[src/rtl/key_click_classifier_pkg.sv]
// Shared definitions for the key click classifier: FSM state codes, default
// timing constants and the saturating click-count helper.
package key_click_classifier_pkg;

  typedef enum logic [1:0] {
    ST_IDLE = 2'd0,
    ST_WAIT = 2'd1,
    ST_EMIT = 2'd2
  } state_e;

  // 250 ms window at a 50 MHz system clock
  localparam int DEFAULT_WINDOW_CYC = 12_500_000;
  localparam int DEFAULT_MAX_CLICKS = 3;

  function automatic int sat_inc(input int cnt, input int max_val);
    int res;
    if (cnt >= max_val) begin
      res = max_val;
    end else begin
      res = cnt + 1;
    end
    return res;
  endfunction

endpackage

[src/rtl/key_click_classifier_click_window_timer.sv]
// Inter-press window timer: counts idle cycles of an open click sequence and
// raises a registered expire strobe once the count reaches WINDOW_CYC-1.
module click_window_timer #(
  parameter int WINDOW_CYC = 12_500_000,
  localparam int TMR_W = $clog2(WINDOW_CYC)
) (
  input  logic CLK,
  input  logic RSTn,
  input  logic clear,
  input  logic enable,
  output logic expire
);

  logic [TMR_W-1:0] timer_r;
  logic [TMR_W-1:0] timer_nxt_s;

  // Next timer value: clear has priority over counting
  always_comb begin
    timer_nxt_s = timer_r;
    if (clear) begin
      timer_nxt_s = {TMR_W{1'b0}};
    end else if (enable) begin
      timer_nxt_s = timer_r + TMR_W'(1);
    end else begin
      timer_nxt_s = timer_r;
    end
  end

  // Timer register; expire is precomputed so it tracks the registered count
  always_ff @(posedge CLK or negedge RSTn) begin
    if (!RSTn) begin
      timer_r <= {TMR_W{1'b0}};
      expire  <= 1'b0;
    end else begin
      timer_r <= timer_nxt_s;
      expire  <= (timer_nxt_s == TMR_W'(WINDOW_CYC - 1));
    end
  end

endmodule

[src/rtl/key_click_classifier.sv]
// Groups debounced press pulses into single/double/multi click events.
// Optional Click_Cnt output is enabled by defining CLICK_CNT_OUT_EN.
module key_click_classifier
  import key_click_classifier_pkg::*;
#(
  parameter int WINDOW_CYC = DEFAULT_WINDOW_CYC,
  parameter int MAX_CLICKS = DEFAULT_MAX_CLICKS,
  localparam int CNT_W = $clog2(MAX_CLICKS + 1)
) (
  input  logic             CLK,
  input  logic             RSTn,
  input  logic             Press_Pulse,
  output logic             Single_Sig,
  output logic             Double_Sig,
  output logic             Multi_Sig,
  output logic             Busy
`ifdef CLICK_CNT_OUT_EN
  ,
  output logic [CNT_W-1:0] Click_Cnt
`endif
);

  state_e           state_r;
  logic [CNT_W-1:0] count_r;
  logic [CNT_W-1:0] count_inc_s;
  logic             timer_clear_s;
  logic             timer_en_s;
  logic             timer_expire_s;

  // Timer only runs in WAIT with no press; any press or other state restarts it
  always_comb begin
    count_inc_s   = CNT_W'(sat_inc(int'(count_r), MAX_CLICKS));
    timer_clear_s = Press_Pulse || (state_r != ST_WAIT);
    timer_en_s    = (state_r == ST_WAIT) && !Press_Pulse && !timer_expire_s;
  end

  click_window_timer #(
    .WINDOW_CYC (WINDOW_CYC)
  ) u_window_timer (
    .CLK    (CLK),
    .RSTn   (RSTn),
    .clear  (timer_clear_s),
    .enable (timer_en_s),
    .expire (timer_expire_s)
  );

  // Sequence FSM, click counter and registered event/busy outputs
  always_ff @(posedge CLK or negedge RSTn) begin
    if (!RSTn) begin
      state_r    <= ST_IDLE;
      count_r    <= {CNT_W{1'b0}};
      Single_Sig <= 1'b0;
      Double_Sig <= 1'b0;
      Multi_Sig  <= 1'b0;
      Busy       <= 1'b0;
`ifdef CLICK_CNT_OUT_EN
      Click_Cnt  <= {CNT_W{1'b0}};
`endif
    end else begin
      Single_Sig <= 1'b0;
      Double_Sig <= 1'b0;
      Multi_Sig  <= 1'b0;
      case (state_r)
        ST_IDLE: begin
          if (Press_Pulse) begin
            count_r <= CNT_W'(1);
            state_r <= ST_WAIT;
            Busy    <= 1'b1;
          end else begin
            state_r <= ST_IDLE;
            Busy    <= 1'b0;
          end
        end
        ST_WAIT: begin
          // A press on the expiry cycle wins and reopens the window
          if (Press_Pulse) begin
            count_r <= count_inc_s;
            state_r <= ST_WAIT;
            Busy    <= 1'b1;
          end else if (timer_expire_s) begin
            state_r <= ST_EMIT;
            Busy    <= 1'b0;
            if (count_r == CNT_W'(1)) begin
              Single_Sig <= 1'b1;
            end else if (count_r == CNT_W'(2)) begin
              Double_Sig <= 1'b1;
            end else begin
              Multi_Sig <= 1'b1;
            end
`ifdef CLICK_CNT_OUT_EN
            Click_Cnt <= count_r;
`endif
          end else begin
            state_r <= ST_WAIT;
            Busy    <= 1'b1;
          end
        end
        ST_EMIT: begin
          if (Press_Pulse) begin
            count_r <= CNT_W'(1);
            state_r <= ST_WAIT;
            Busy    <= 1'b1;
          end else begin
            state_r <= ST_IDLE;
            Busy    <= 1'b0;
          end
        end
        default: begin
          state_r <= ST_IDLE;
          count_r <= {CNT_W{1'b0}};
          Busy    <= 1'b0;
        end
      endcase
    end
  end

endmodule

[config.mk]
export PLATFORM = sky130hd
export DESIGN_NAME = key_click_classifier
export DESIGN_NICKNAME = d
export VERILOG_FILES = /design/src/rtl/key_click_classifier_pkg.sv /design/src/rtl/key_click_classifier_click_window_timer.sv /design/src/rtl/key_click_classifier.sv
export SDC_FILE = /design/constraint.sdc
export NUM_CORES = 1
export LEC_CHECK = 0
export ABC_AREA = 1
export CAP_MARGIN = 0
export CORE_ASPECT_RATIO = 2
export CORE_MARGIN = 2
export CORE_UTILIZATION = 45
export DETAILED_ROUTE_END_ITERATION = 7
export MAX_ROUTING_LAYER = met4
export PLACE_DENSITY_LB_ADDON = 0.08
export SKIP_LAST_GASP = 1
export SLEW_MARGIN = 0
export SYNTH_ARGS = -nofsm -noshare
export SYNTH_HDL_FRONTEND = slang
export SYNTH_SLANG_ARGS = --single-unit
[constraint.sdc]
create_clock -name CLK -period 1.91 [get_ports CLK]
set_input_delay 0.573 -clock CLK [delete_from_list [all_inputs] [get_ports CLK]]
set_output_delay 0.573 -clock CLK [all_outputs]
set_load 0.01 [all_outputs]
# Yosys cells after proc, flatten, opt, wreduce, memory -nomap -nowiden
# Cells that the tools add are included.
# word_totals
register_bits,33
in_bits,3
# classes
add_sub_neg,2
n_lt_le_gt_ge,1
n_eq_ne,8
n_mux,28
n_reduce_logical,8
# ops
cell,count
24-bit two-way mux,2
"24-bit by 1-bit adder with 24-bit output, second input constant",1
"24-bit equality test, second input constant",1
1-bit two-way mux,18
2-bit two-way mux,5
2-bit one-hot mux with 2 select lines,2
"2-bit by 1-bit equality test with 1-bit output, second input constant",2
"2-bit equality test, second input constant",2
"2-bit by 1-bit inequality test with 1-bit output, second input constant",2
"2-bit by 1-bit adder with 2-bit output, second input constant",1
"2-bit greater-or-equal comparator, second input constant",1
1-bit logical AND,2
1-bit logical NOT,2
2-bit logical NOT,1
"2-bit inequality test, second input constant",1
1-bit one-hot mux with 2 select lines,1
2-bit AND reduction,1
2-bit OR reduction,1
1-bit logical OR,1

# Logic depth before layout (Yosys ltp)
# logic_depth
depth_word,6
ltp_mapped,13

# Modules after synthesis
# Synthesis repeated with hierarchy kept, for this count alone.
# unflattened
cells_unflattened,262
area_unflattened_um2,1933.1
# modules_own_cells
mod,n_inst,cells_per_inst,area_per_inst_um2
click_window_timer,1,223,1580.3
key_click_classifier,1,39,352.8

# Worst setup path before layout
# No wires, ideal clock.
# synth_path
kind,in2reg
from,input Press_Pulse
to,register u_window_timer.expire
t_arrival_ns,1.550
t_required_ns,1.839
slack_ns,0.289
cell_stages,11
cell_sequence,inv_2 -> nand3_2 -> nor2_2 -> nand2_1 -> nor2_1 -> a21oi_1 -> nor2_1 -> nand2_1 -> nor2_1 -> nand2_1 -> nor2_1
# synth_between
elab_chain_cells,6
# synth_lines
element,line_no,text
"start, declared",key_click_classifier.sv:12,"input logic Press_Pulse,"
1-bit logical NOT,key_click_classifier.sv:34,timer_en_s = (state_r == ST_WAIT) && !Press_Pulse && !timer_expire_s;
1-bit logical AND (2 in series),key_click_classifier.sv:34,
24-bit two-way mux,key_click_classifier_click_window_timer.sv:22,end else if (enable) begin
24-bit two-way mux *,key_click_classifier_click_window_timer.sv:20,if (clear) begin
net u_window_timer.timer_nxt_s[17],key_click_classifier_click_window_timer.sv:15,logic [TMR_W-1:0] timer_nxt_s;
24-bit equality test *,key_click_classifier_click_window_timer.sv:36,expire <= (timer_nxt_s == TMR_W'(WINDOW_CYC - 1));
"end signal, assigned",key_click_classifier_click_window_timer.sv:36,
"end, declared",key_click_classifier_click_window_timer.sv:11,output logic expire
# The timed path passes the listed nets; every way through them passes the cells marked *.
# A chain may end at the register's enable or synchronous reset.

# Worst setup path in the final report
# layout_path
from,register u_window_timer.timer_r[0]
to,register u_window_timer.expire
# layout_between
elab_chain_cells,4
# layout_lines
element,line_no,text
"start, declared",key_click_classifier_click_window_timer.sv:14,logic [TMR_W-1:0] timer_r;
"start signal, assigned",key_click_classifier_click_window_timer.sv:32,timer_r <= {TMR_W{1'b0}};
"start signal, assigned",key_click_classifier_click_window_timer.sv:35,timer_r <= timer_nxt_s;
24-bit by 1-bit adder with 24-bit output,key_click_classifier_click_window_timer.sv:23,timer_nxt_s = timer_r + TMR_W'(1);
24-bit two-way mux *,key_click_classifier_click_window_timer.sv:22,
24-bit two-way mux *,key_click_classifier_click_window_timer.sv:20,
24-bit equality test *,key_click_classifier_click_window_timer.sv:36,
# Every way passes the cells marked *; elsewhere a longest branch is shown, timed or not.

==> metrics.txt <==
RSZ-0062 raised after global routing=true; grt ovf=0; Tightest Pin Transition=~280 ps; number of vias per cell=~5.1; num rows=35; routability congestion estimate=between 0.9 and 1; critical path launch point type=register; register bit count reported by yosys=33; worst r2r path cells=13; Setup WS post-layout=between 100 and 150 ps; Yosys cell types=26; Layout Nets=360; Max IR drop VDD=between 0.5 and 0.6 mV; Synth Instances=roughly 300; Worst-Skew Late Latency=290 ps; die area=roughly 5300 um2; Max-cap violations=0; vias in the first global route=approximately 2,200; count leader, synth=nand2_1; most common library cells after synthesis=81 x nand2_1, 50 x nor2_1, 42 x inv_1; DIE HEIGHT=just over 100 um; Critical Path Stages=13; HPWL after detailed placement=~4600 um; Synth async-reset ratio=100%; Synth area leaders=dfrtp_1 39%, nand2_1 14%, nor2_1 8.9%; CP max stage cell=dfrtp_1; footprint of the multi-input gates=between 1000 and 1500 um2; register area=about 830 um2; initial antenna violation count=0; share of post-route cells with drive strength above 1=28.6%; Final setup viols=0; peak per-stage delay on the critical path=approximately 390 ps; status=finished clean; synthesized area=roughly 2100 um2; Die Width=between 50 and 60 um; ys flop type=dfrtp_1; largest net degree at the start of global routing=34; clock transition at the registers of the reported paths=approximately 70 ps; first-pass GRT wire length=between 9000 and 10,000 um; Post-DRT Antenna Nets=0; PD cells=between 500 and 600 nW/um2; DRC Markers=0; Worst Skew=between 2 and 2.5 ps; Post-Place Worst Slack=-479 ps; Worst Setup End Kind=register; CP bufs+invs=2; Seq/Total Area, Yosys=just under 40%; yosys synthesis warning count=0; TritonRoute pass-1 iters=5; area leader, netlist=dfrtp_1; Core Area=about 4600 um2; final hold vios=0; critical path peak fanout=4; Buffers on Ports=6; Hold WC Path Type=register to register; I/O pin cnt=7; syn nets=between 300 and 400; TritonCTS Buffers=5; Post-synth EDFFs=0; CP Cell Sequence=buf_4 -> inv_1 -> nor2_4 -> nand2_2 -> nor2_4 -> nand2_1 -> nand3_2 -> nand2_1 -> nor2_1 -> nand2_1 -> nor2_1 -> nand2_1 -> nor2_1; H-tree Lvls=2; Reg2Reg Setup Slack=roughly 110 ps; Slew HR=about 81%; critical path's top delay family=simple AND/OR/NAND/NOR gates; synthesis-to-finish area growth=29.6%; cell total after placement=around 400; mean post-synth cell area=6.90 um2; clock root buffer=clkbuf_8; crit path time final=between 1500 and 2000 ps; CTS tree=yes; CP required=about 2100 ps; effective utilization at floorplan=between 40% and 50%; fin crit share=94.4%; crit path DAT=2030 ps; WHS Path Cells=1; count of pins over their slew limit=0; Ant. Diodes=0; Initial DRC Count=60; cell mode on critical path=nand2_1; average wire per standard cell=between 10 and 15 um; Leak=about 1.3 nW; post-synth top area share=approximately 39%; Final Non-Filler Cells=around 410; Crit Path Class=register to register; routed vias=2,101; Total Wirelength=approximately 5900 um; Max Buffers Root-to-Sink=2; CTS Sinks=33; Fmax=roughly 550 MHz; # fillers=about 470; total track usage=26.2%
## final timing paths
| path | start | endpoint |
|---|---|---|
| max | u_window_timer.timer_r[0] | u_window_timer.expire |
| min | state_r[0] | Busy |
| max reg2reg | u_window_timer.timer_r[0] | u_window_timer.expire |
| min reg2reg | state_r[0] | Busy |
| max in group asynchronous | RSTn | state_r[0] |
| min in group asynchronous | RSTn | u_window_timer.timer_r[5] |
## logic make-up after synthesis
family / count (synthesis) / share of synthesized area, %
buf+inv: 53 / 9.84
flops: 33 / 39.1
compound gates: 15 / 3.91
simple gates: 200 / 44.2
fa+ha+maj: 5 / 2.96
## power by group
group / leakage, nW / switching (mW) / internal [mW]
logic: 0.785 / 0.120 / 0.0900
registers: 0.442 / 0.0160 / 0.717
clock network: 0.0542 / 0.266 / 0.326
## metal layers
layer  global-route usage, %  vias to the layer above  wire [um]
li1                        -                     1041          -
met3                    3.12                       24         94
met4                    15.4                        0        342
met1                    25.3                     1004       2070
met5                       -                        -          0
met2                    47.2                       32       3400
## cell usage in the layout (no fill, tap or decap), types with 2 or more instances in the layout
cell	count
nand2_1	74
inv_1	42
nor2_1	37
buf_4	35
nand3_1	32
dfrtp_1	31
nor2_2	18
nor2_4	11
nand2_2	8
clkbuf_8	7
inv_2	6
nand4_1	6
nand3_2	5
o21ai_0	5
clkdlybuf4s50_1	5
a21oi_1	4
ha_1	4
nor3_1	3
o21bai_1	2
nor3b_1	2
buf_12	2
dfrtp_2	2
## stage by stage
stage | area (um2) | util, % | power (mW) | TNS [ps] | hold slack [ps]
floorplan | 2110 | - | 0.844 | 0 | 277
global placement | 2470 | 54.3 | 0.932 | -2400 | 576
detailed placement | 2470 | 54.3 | 0.935 | -2620 | 586
CTS | 2570 | 56.5 | 1.53 | 0 | 597
global route | 2740 | 60.1 | 1.60 | -80.3 | 571
finish | 2740 | 60.1 | 1.53 | 0 | 544
## repair_timing
item | CTS | global route
pin swaps | 1 | 11
hold buffers | 0 | 0
endpoints found under the setup margin | 2 | 2
gates resized for setup | 1 | 40
buffers inserted | 0 | 6
## worst register-to-register path, cell delays in order, from the launching register on
cell and delay, ps:
dfrtp_1 390, buf_4 150, inv_1 70, nor2_4 100, nand2_2 90, nor2_4 190, nand2_1 90, nand3_2 80
nand2_1 60, nor2_1 120, nand2_1 120, nor2_1 130, nand2_1 60, nor2_1 80
## flip-flops by register name (all words and copies together), names as in the netlist
name and count:
Double_Sig 1, Busy 1, state_r 2, u_window_timer.timer_r 24
count_r 2, Multi_Sig 1, u_window_timer.expire 1, Single_Sig 1
## final cells by class
class	count	area share, %
Timing Repair Buffer	43	13.1
Sequential cell	33	30.3
Tap cell	55	2.51
Clock inverter	1	0.183
Multi-Input combinational cell	220	43.6
Inverter	49	6.81
Clock buffer	7	3.52
No activity file was read; power rests on OpenSTA's default activity.
